===== src/rtl/krz_gpio.sv =====
// krz_gpio: memory-mapped GPIO slave (OUT/DIR/IN/TGL); ack one cycle after req, one transaction per 2 cycles.
// No backpressure beyond the handshake: a req held across its ack is served again only after ack drops.
module krz_gpio #(
  parameter int           N         = 8,
  parameter logic [N-1:0] OUT_RESET = N'(8'hFF),
  parameter logic [N-1:0] DIR_RESET = N'(8'hFF)
) (
  input  logic         clk,
  input  logic         rstz,
  input  logic [3:0]   gpio_addr,
  input  logic [31:0]  gpio_wr_data,
  input  logic [3:0]   gpio_mask,
  input  logic         gpio_wr_en,
  input  logic         gpio_req,
  output logic         gpio_ack,
  output logic [31:0]  gpio_rd_data,
  input  logic [N-1:0] gpio_in,
  output logic [N-1:0] gpio_out,
  output logic [N-1:0] gpio_oe
);

  typedef enum logic {IDLE, ACK} state_t;

  state_t      state;
  logic [N-1:0] out_q;
  logic [N-1:0] dir_q;
  logic [N-1:0] sync1;
  logic [N-1:0] sync2;
  logic [N-1:0] bit_en;
  logic [N-1:0] wdat;
  logic [31:0]  rd_q;
  logic [31:0]  rd_next;

  // Each GPIO bit is written only when the byte lane that carries it is enabled.
  for (genvar b = 0; b < N; b++) begin : g_ben
    assign bit_en[b] = gpio_mask[b / 8];
  end

  assign wdat = gpio_wr_data[N-1:0];

  always_comb begin
    rd_next = '0;
    case (gpio_addr[3:2])
      2'd0:    rd_next[N-1:0] = out_q;
      2'd1:    rd_next[N-1:0] = dir_q;
      2'd2:    rd_next[N-1:0] = sync2;
      default: rd_next = '0;
    endcase
  end

  always_ff @(posedge clk or negedge rstz) begin
    if (!rstz) begin
      sync1 <= '0;
      sync2 <= '0;
    end else begin
      sync1 <= gpio_in;
      sync2 <= sync1;
    end
  end

  always_ff @(posedge clk or negedge rstz) begin
    if (!rstz) begin
      state <= IDLE;
      out_q <= OUT_RESET;
      dir_q <= DIR_RESET;
      rd_q  <= '0;
    end else begin
      case (state)
        IDLE: begin
          if (gpio_req) begin
            state <= ACK;
            rd_q  <= rd_next;
            if (gpio_wr_en) begin
              case (gpio_addr[3:2])
                2'd0:    out_q <= (out_q & ~bit_en) | (wdat & bit_en);
                2'd1:    dir_q <= (dir_q & ~bit_en) | (wdat & bit_en);
                2'd3:    out_q <= out_q ^ (wdat & bit_en);
                default: ;
              endcase
            end
          end
        end
        ACK:     state <= IDLE;
        default: state <= IDLE;
      endcase
    end
  end

  assign gpio_ack     = (state == ACK);
  assign gpio_rd_data = rd_q;
  assign gpio_out     = out_q;
  assign gpio_oe      = dir_q;

endmodule


===== config.mk =====
export PLATFORM = sky130hd
export DESIGN_NAME = krz_gpio
export DESIGN_NICKNAME = d
export VERILOG_FILES = /design/src/rtl/krz_gpio.sv
export SDC_FILE = /design/constraint.sdc
export NUM_CORES = 1
export LEC_CHECK = 0
export CORE_MARGIN = 2
export CORE_UTILIZATION = 39
export CTS_CLUSTER_DIAMETER = 50
export DETAILED_ROUTE_END_ITERATION = 8
export GPL_TIMING_DRIVEN = 0
export PLACE_DENSITY = 0.8
export REMOVE_ABC_BUFFERS = 1
export SLEW_MARGIN = 20
export SYNTH_ARGS = -nofsm -noshare
export SYNTH_HDL_FRONTEND = slang
export SYNTH_SLANG_ARGS = --single-unit

===== constraint.sdc =====
create_clock -name clk -period 1.66 [get_ports clk]
set_input_delay 0.332 -clock clk [delete_from_list [all_inputs] [get_ports clk]]
set_output_delay 0.332 -clock clk [all_outputs]
set_load 0.05 [all_outputs]

==> flow_metrics.py, run 1 <==
metrics = {
    "timing": {
        "fmax_ghz": 0.610,
        "skew_ps": 8.66,
        "hold_viol_final": 0,
        "fin_crit_ps": 1640,
        "timing.final.crit_share": 0.988,
        "slew_violations": 0,
        "tns_ps": 0,
        "final.setup.worst_slack_ps": 19.6,
        "setup_viol": 0,
    },
    "drt": {
        "totalWireLength_mm": 4.11,
        "first_iter_violations": 126,
        "via_per_inst": 5.10,
        "antenna_left": 0,
        "vias": 1284,
        "drc_errors": 0,
        "wire_per_inst_um": 16.3,
        "drt_first_pass_iters": 6,
    },
    "die": {
        "start_util": 0.399,
        "io_pins": 101,
        "rows": 25,
        "dieWidth_um": 73.0,
        "core_region_area_sq_um": 4660,
        "die_area_sq_um": 5330,
        "fp.dieH_um": 73.0,
    },
    "clock_network": {
        "cts.htree.levels": 2,
        "clock_latency_ps": 300,
        "path_clk_slew_ps": 80,
        "cts_setup_buffers": 0,
        "cts_tree": "done",
        "cts_sinks": 41,
        "root_buffer": "clkbuf_8",
        "clockBufferDepth": 2,
        "cts-buffers-inserted": 5,
    },
    "synth": {
        "syn_inst": 149,
        "ys_warn_count": 0,
        "synth_seq_cells": 41,
        "ys_seq_area_frac": 0.563,
        "syn-cell-area_sq_um": 1860,
        "synthDistinctLibCells": 27,
        "synth.avg_cell_area_sq_um": 12.5,
    },
    "hold_path": {
        "min_path_type": "reg2reg",
    },
    "layout": {
        "antenna-diode-count": 0,
        "nets": 254,
        "final_area_sq_um": 2430,
        "syn_to_final_growth_pct": 30.7,
        "drive_gt1_frac": 0.318,
    },
    "pwr": {
        "total_power_w": 0.00292,
        "ir_worst_vdd_uv": 580,
        "power.static_leakage_nw": 1.08,
        "powerDensity_nw_per_um2": 1200,
    },
    "global_route": {
        "overflow": 0,
        "track_usage": 0.159,
        "grt_antenna_before_repair": 0,
        "grt_max_degree": 31,
        "grt_pass1_wl_mm": 6.15,
        "grt_pass1_vias": 1260,
    },
    "setup_path": {
        "reg2reg_slack_ps": 180,
        "arrival_ps": 1870,
        "worst-path-buf-inv": 2,
        "crit_chain": "clkdlybuf4s50_1, inv_2, ha_4, o31a_1, o221a_2",
        "crit_slowest_cell": "clkdlybuf4s50_1",
        "crit_required_ps": 1890,
        "start_kind": "primary input",
        "worstSetupEndpointType": "flop",
        "path_delay_family": "buffers and inverters",
        "path_max_fanout": 7,
        "path_class": "in2reg",
        "critPathMaxStageDelay_ps": 590,
    },
    "status": {
        "status": "finished, final reports clean",
    },
    "placement": {
        "dpl.hpwl_mm": 2.78,
        "io_buffers": 47,
        "finalWeightedCongestion": 0.733,
        "place_ws_ps": -369,
        "dpl_cell_area_sq_um": 2280,
    },
    "flow_run": {
        "cap_viol_max_count": 0,
    },
}
[through the flow]
| step | cells | utilization | hold slack (ps) |
|---|---|---|---|
| global route | 252 | 0.521 | 353 |
| detailed placement | 243 | 0.490 | 238 |
| finish | 252 | 0.521 | 344 |
| floorplan | 141 | - | 36.4 |
| global placement | 242 | 0.486 | 333 |
| CTS | 252 | 0.514 | 347 |
[synth_stat cells (all sizes together)]
library cell | instances | share of area
buf | 30 | 0.11
nand3 | 4 | 0.011
clkbuf | 1 | 0.0020
nand2 | 9 | 0.022
a21oi | 4 | 0.011
mux2 | 8 | 0.065
nor2b | 1 | 0.0034
and4b | 1 | 0.0054
nand2b | 1 | 0.0034
dfrtp | 25 | 0.34
nor2 | 1 | 0.0034
inv | 4 | 0.0081
o21ai | 12 | 0.032
ha | 5 | 0.034
nand4b | 1 | 0.0047
o31a | 4 | 0.019
conb | 1 | 0.0020
nand4 | 4 | 0.013
a222oi | 8 | 0.043
or2 | 1 | 0.0034
a31oi | 4 | 0.013
dfstp | 16 | 0.23
o221a | 4 | 0.024
[cells by family after synthesis]
logic type | share of synthesized area
flops | 0.563
fa+ha+maj | 0.0337
compound gates | 0.143
other cells | 0.00202
buf+inv | 0.124
mux | 0.0646
simple gates | 0.0700
[layout by cell type (no fill, tap or decap), types with 2 or more instances in the layout]
master,Yosys,layout
a31oi_1,4,4
a21oi_1,4,4
a222oi_1,8,8
nand4_1,4,4
nand3_1,4,4
dlygate4sd2_1,0,9
o21ai_0,4,4
ha_4,0,2
o31a_1,4,4
dfrtp_1,25,25
nand2_1,8,8
o221a_2,4,4
clkdlybuf4s50_1,0,20
clkdlybuf4s15_2,0,16
clkinv_2,0,2
ha_2,0,2
inv_1,4,3
dfstp_2,16,16
clkbuf_8,0,5
mux2_4,8,8
o21ai_1,8,8
conb_1,1,24
[path summary, 6_finish.rpt]
check	end	cells after the start	start
worst max-delay path	flop	5	gpio_addr[2]
worst min-delay path	sync2[2]	0	sync1[2]
worst max register to register	flop	3	gpio_ack
worst min register to register	sync2[2]	0	sync1[2]
max in group asynchronous	asynchronous set/reset pin	3	rstz
min in group asynchronous	gpio_rd_data[1]	2	rstz
[worst register-to-register path: cells and delay by family, from the launching register on]
family / cells / cell delay [ps]
AOI/OAI and AO/OA: 2 / 620
DFF: 1 / 400
and+or+nand+nor: 1 / 400
[per-layer routing]
layer | share of wire | wire, um | global-route usage
met3 | 0.081 | 333 | 0.0608
met2 | 0.49 | 2020 | 0.239
met1 | 0.41 | 1700 | 0.201
met4 | 0.014 | 59 | 0.0741
met5 | 0 | 0 | 0
[cell type report]
class,count,area [sq um]
clock buffer,5,68.8
clock inverter,3,17.5
fill,405,2230
inverter,4,15.0
multi-input combinational,96,707
sequential,41,1050
tap,54,67.6
timing repair buffer,49,507
[power by group]
group	switching, W	internal [W]
sequential	0.0000975	0.00118
combinational	0.000689	0.000313
clock	0.000346	0.000290
[what timing repair did]
item                                    in CTS  in global routing
endpoints found under the setup margin      39                 17
pin swaps                                    2                  2
gates cloned                                 0                  0
hold buffers                                 1                  0
endpoints found under the hold margin       10                  0
resized for setup                           61                  7
Power figures use the tool's default switching activity.
==> inputs of run 2 (changes only) <==
- MAX_ROUTING_LAYER: unset -> met4
==> flow_metrics.py, run 2 (synthesis results as in run 1) <==
metrics = {
    "status": {
        "status": "finished, final reports clean",
    },
    "die": {
        "dieWidth_um": 73.0,
        "core_region_area_sq_um": 4660,
        "rows": 25,
        "die_area_sq_um": 5330,
        "fp.dieH_um": 73.0,
        "io_pins": 101,
        "start_util": 0.399,
    },
    "flow_run": {
        "cap_viol_max_count": 0,
    },
    "global_route": {
        "grt_pass1_vias": 1260,
        "grt_antenna_before_repair": 0,
        "overflow": 0,
        "grt_pass1_wl_mm": 6.15,
        "track_usage": 0.163,
        "grt_max_degree": 31,
    },
    "clock_network": {
        "clockBufferDepth": 2,
        "cts_setup_buffers": 0,
        "cts-buffers-inserted": 5,
        "path_clk_slew_ps": 80,
        "root_buffer": "clkbuf_8",
        "cts.htree.levels": 2,
        "clock_latency_ps": 300,
        "cts_tree": "done",
        "cts_sinks": 41,
    },
    "timing": {
        "timing.final.crit_share": 0.986,
        "slew_violations": 0,
        "fin_crit_ps": 1640,
        "setup_viol": 0,
        "fmax_ghz": 0.611,
        "skew_ps": 9.86,
        "hold_viol_final": 0,
    },
    "placement": {
        "io_buffers": 47,
        "finalWeightedCongestion": 0.742,
        "dpl_cell_area_sq_um": 2280,
        "dpl.hpwl_mm": 2.78,
    },
    "setup_path": {
        "crit_chain": "clkdlybuf4s50_1, inv_2, ha_4, o31a_1, o221a_2",
        "crit_required_ps": 1890,
        "critPathMaxStageDelay_ps": 590,
        "arrival_ps": 1860,
        "start_kind": "primary input",
        "path_delay_family": "buffers and inverters",
        "worstSetupEndpointType": "flop",
        "path_class": "in2reg",
        "crit_slowest_cell": "clkdlybuf4s50_1",
        "path_max_fanout": 7,
        "worst-path-buf-inv": 2,
    },
    "layout": {
        "syn_to_final_growth_pct": 30.7,
        "antenna-diode-count": 0,
        "final_area_sq_um": 2430,
        "nets": 254,
        "layout_commonest_cell": "dfrtp_1",
        "final_util": 0.521,
        "drive_gt1_frac": 0.318,
        "layout_common_cells": "25 x dfrtp_1, 24 x conb_1, 20 x clkdlybuf4s50_1",
    },
    "drt": {
        "first_iter_violations": 131,
        "via_per_inst": 5.04,
        "antenna_left": 0,
        "totalWireLength_mm": 4.12,
        "wire_per_inst_um": 16.3,
        "vias": 1269,
        "drt_first_pass_iters": 6,
        "drc_errors": 0,
    },
    "pwr": {
        "p_switching_w": 0.00114,
        "power_frac_clock": 0.219,
        "ir_worst_vdd_uv": 582,
        "powerDensity_nw_per_um2": 1200,
        "seqPwrFrac": 0.439,
        "swShare": 0.389,
        "internal_power_w": 0.00179,
        "power.static_leakage_nw": 1.08,
        "p_comb_frac": 0.342,
    },
    "hold_path": {
        "min_path_type": "reg2reg",
    },
}
## run 2: per-layer routing
metal / vias up / routed length (um) / global-route usage
met4: 0 / 46 / 0.0741
met2: 48 / 2030 / 0.239
met1: 625 / 1760 / 0.204
met5: - / 0 / -
li1: 590 / - / -
met3: 6 / 274 / 0.0552
## run 2: area by class of cell
class                      instances  area, sq um
clock buffer                       5         68.8
clock inverter                     3         17.5
fill                             405         2230
inverter                           4         15.0
multi-input combinational         96          707
sequential                        41         1050
tap                               54         67.6
timing repair buffer              49          507
## run 2: timing repair
action	in CTS	in global routing
cloned	0	0
resized for setup	61	7
endpoints found under the hold margin	10	0
hold buffers	1	0
endpoints found under the setup margin	39	17
pin swaps	2	2
## run 2: per-stage QoR
stage	setup TNS, ps	power (W)	hold slack [ps]	cells	setup WS [ps]
final	0	0.00292	344	252	23.6
after global routing	-20.9	0.00306	353	252	-20.9
after CTS	0	0.00293	347	252	13.1
after detailed placement	-7520	0.00232	238	243	-369
after global placement	-28160	0.00230	333	242	-674
after floorplan	0	0.00197	36.4	141	60.1
## run 2: power groups by stage
stage	Sequential [W]	Combinational, W	Clock, W
finish	0.00128	0.00100	0.000640
global placement	0.00129	0.00101	0
detailed placement	0.00130	0.00103	0
CTS	0.00128	0.000993	0.000661
floorplan	0.00167	0.000303	0
global route	0.00130	0.00105	0.000707
## run 2: path summary, 6_finish.rpt
check,start,endpoint,slack [ps],depth (start not counted)
max reg2reg,gpio_ack,flop,210,3
min in group asynchronous,rstz,gpio_rd_data[2],440,2
max in group asynchronous,rstz,asynchronous set/reset pin,690,3
max,gpio_addr[2],flop,20,5
min,sync1[2],sync2[2],340,0
min reg2reg,sync1[2],sync2[2],340,0
==> inputs of run 3 (changes only) <==
- CORE_UTILIZATION: 39 -> 35
- PLACE_DENSITY: 0.8 -> 0.76
- clock period: 1.66 -> 1.3 ns (I/O delays scaled with it)
==> flow_metrics.py, run 3 (synthesis results as in run 1) <==
metrics = {
    "global_route": {
        "grt_max_degree": 24,
        "track_usage": 0.141,
        "grt_antenna_before_repair": 0,
        "overflow": 0,
        "grt_pass1_wl_mm": 6.28,
        "grt_pass1_vias": 1257,
    },
    "timing": {
        "setup_viol": 1,
        "hold_viol_final": 0,
        "timing.final.crit_share": 1.00,
        "slew_violations": 0,
        "tns_ps": -3.81,
        "skew_ps": 3.35,
        "fin_crit_ps": 1300,
        "rsz0062_at_grt": "true",
        "finalHoldWorstSlack_ps": 346,
        "final.setup.worst_slack_ps": -3.81,
        "fmax_ghz": 0.767,
    },
    "layout": {
        "finalNonFillerCells": 276,
        "antenna-diode-count": 0,
        "syn_to_final_growth_pct": 37.2,
        "fillers": 434,
        "layout_common_cells": "25 x dfrtp_1, 24 x conb_1, 18 x clkdlybuf4s50_1",
        "multiInputGateArea_sq_um": 723,
        "nets": 262,
        "final_util": 0.499,
        "drive_gt1_frac": 0.393,
        "layout_commonest_cell": "dfrtp_1",
        "seq_area_sq_um": 1050,
    },
    "setup_path": {
        "worst-path-buf-inv": 1,
        "crit_slowest_cell": "dfstp_2",
        "worstSetupEndpointType": "primary output",
        "start_kind": "flop",
        "path_delay_family": "flip-flops",
        "crit_chain": "buf_8",
        "arrival_ps": 1040,
        "critPathMaxStageDelay_ps": 600,
        "path_class": "reg2out",
        "path_max_fanout": 5,
        "crit_required_ps": 1040,
    },
    "status": {
        "status": "finished, violations left",
        "violations": "setup timing",
    },
    "clock_network": {
        "cts_tree": "done",
        "path_clk_slew_ps": 70,
        "cts_sinks": 41,
        "clock_latency_ps": 280,
        "cts-buffers-inserted": 5,
        "cts.htree.levels": 2,
        "root_buffer": "clkbuf_8",
        "clockBufferDepth": 2,
    },
    "hold_path": {
        "min_path_type": "reg2reg",
    },
    "placement": {
        "finalWeightedCongestion": 0.754,
        "io_buffers": 47,
        "dpl.hpwl_mm": 2.88,
        "place_ws_ps": -663,
        "dp.cells": 259,
    },
    "drt": {
        "first_iter_violations": 136,
        "vias": 1311,
        "antenna_left": 0,
        "drt_first_pass_iters": 5,
        "drc_errors": 0,
        "wire_per_inst_um": 14.8,
        "totalWireLength_mm": 4.10,
        "via_per_inst": 4.75,
    },
    "die": {
        "fp.dieH_um": 76.9,
        "die_area_sq_um": 5910,
        "io_pins": 101,
        "rows": 26,
        "core_region_area_sq_um": 5110,
        "dieWidth_um": 76.9,
        "start_util": 0.364,
    },
    "pwr": {
        "ir_worst_vdd_uv": 697,
        "power.static_leakage_nw": 1.14,
        "powerDensity_nw_per_um2": 1540,
    },
    "flow_run": {
        "cap_viol_max_count": 0,
    },
}
run 3: cell types whose count changed in the layout (fill, tap and decap cells not counted), sizes merged:
cell	change
buf	+33
clkbuf	+2
clkdlybuf4s50	-2
clkinv	-1
clkinvlp	-1
dlygate4sd2	-8
clkdlybuf4s15	-15
run 3: path summary, 6_finish.rpt:
kind | start | end | slack, ps | cells past startpoint
max | flop | gpio_out[4] | -4 | 1
min | sync1[4] | sync2[4] | 350 | 0
max reg2reg | gpio_ack | flop | 20 | 3
min reg2reg | sync1[4] | sync2[4] | 350 | 0
max in group asynchronous | rstz | asynchronous set/reset pin | 310 | 3
min in group asynchronous | rstz | gpio_rd_data[1] | 450 | 2
run 3: where the power goes:
part | switching (W) | leakage (nW) | internal (W)
clock network | 0.000407 | 0.0422 | 0.000377
registers | 0.000150 | 0.473 | 0.00151
logic | 0.000905 | 0.626 | 0.000568
total | 0.00146 | 1.14 | 0.00246
run 3: timing repair:
action,4_1_cts,5_1_grt
gates resized for setup,156,35
gates cloned,0,0
hold buffers,1,0
buffers inserted,3,5
pin swaps,1,8
setup endpoints to repair,49,46
endpoints found under the hold margin,13,0
run 3: cell type report:
type / count / share of cell area
Timing Repair Buffer: 57 / 0.234
Clock buffer: 7 / 0.0299
Multi-Input combinational cell: 96 / 0.284
Tap cell: 70 / 0.0343
Sequential cell: 41 / 0.410
Inverter: 4 / 0.00589
Clock inverter: 1 / 0.00196
run 3: metal layers:
layer	routed length, um	GRT usage	vias up
met5	0	-	-
li1	-	-	605
met1	1640	0.173	648
met3	322	0.0435	4
met4	48	0.0509	0
met2	2090	0.219	54
run 3: per-stage QoR:
| step | power, W | cell area, sq um |
|---|---|---|
| 6_report | 0.00392 | 2550 |
| 5_1_grt | 0.00410 | 2550 |
| 4_1_cts | 0.00382 | 2500 |
| 3_5_place_dp | 0.00298 | 2310 |
| 3_3_place_gp | 0.00295 | 2290 |
| 2_1_floorplan | 0.00252 | 1730 |
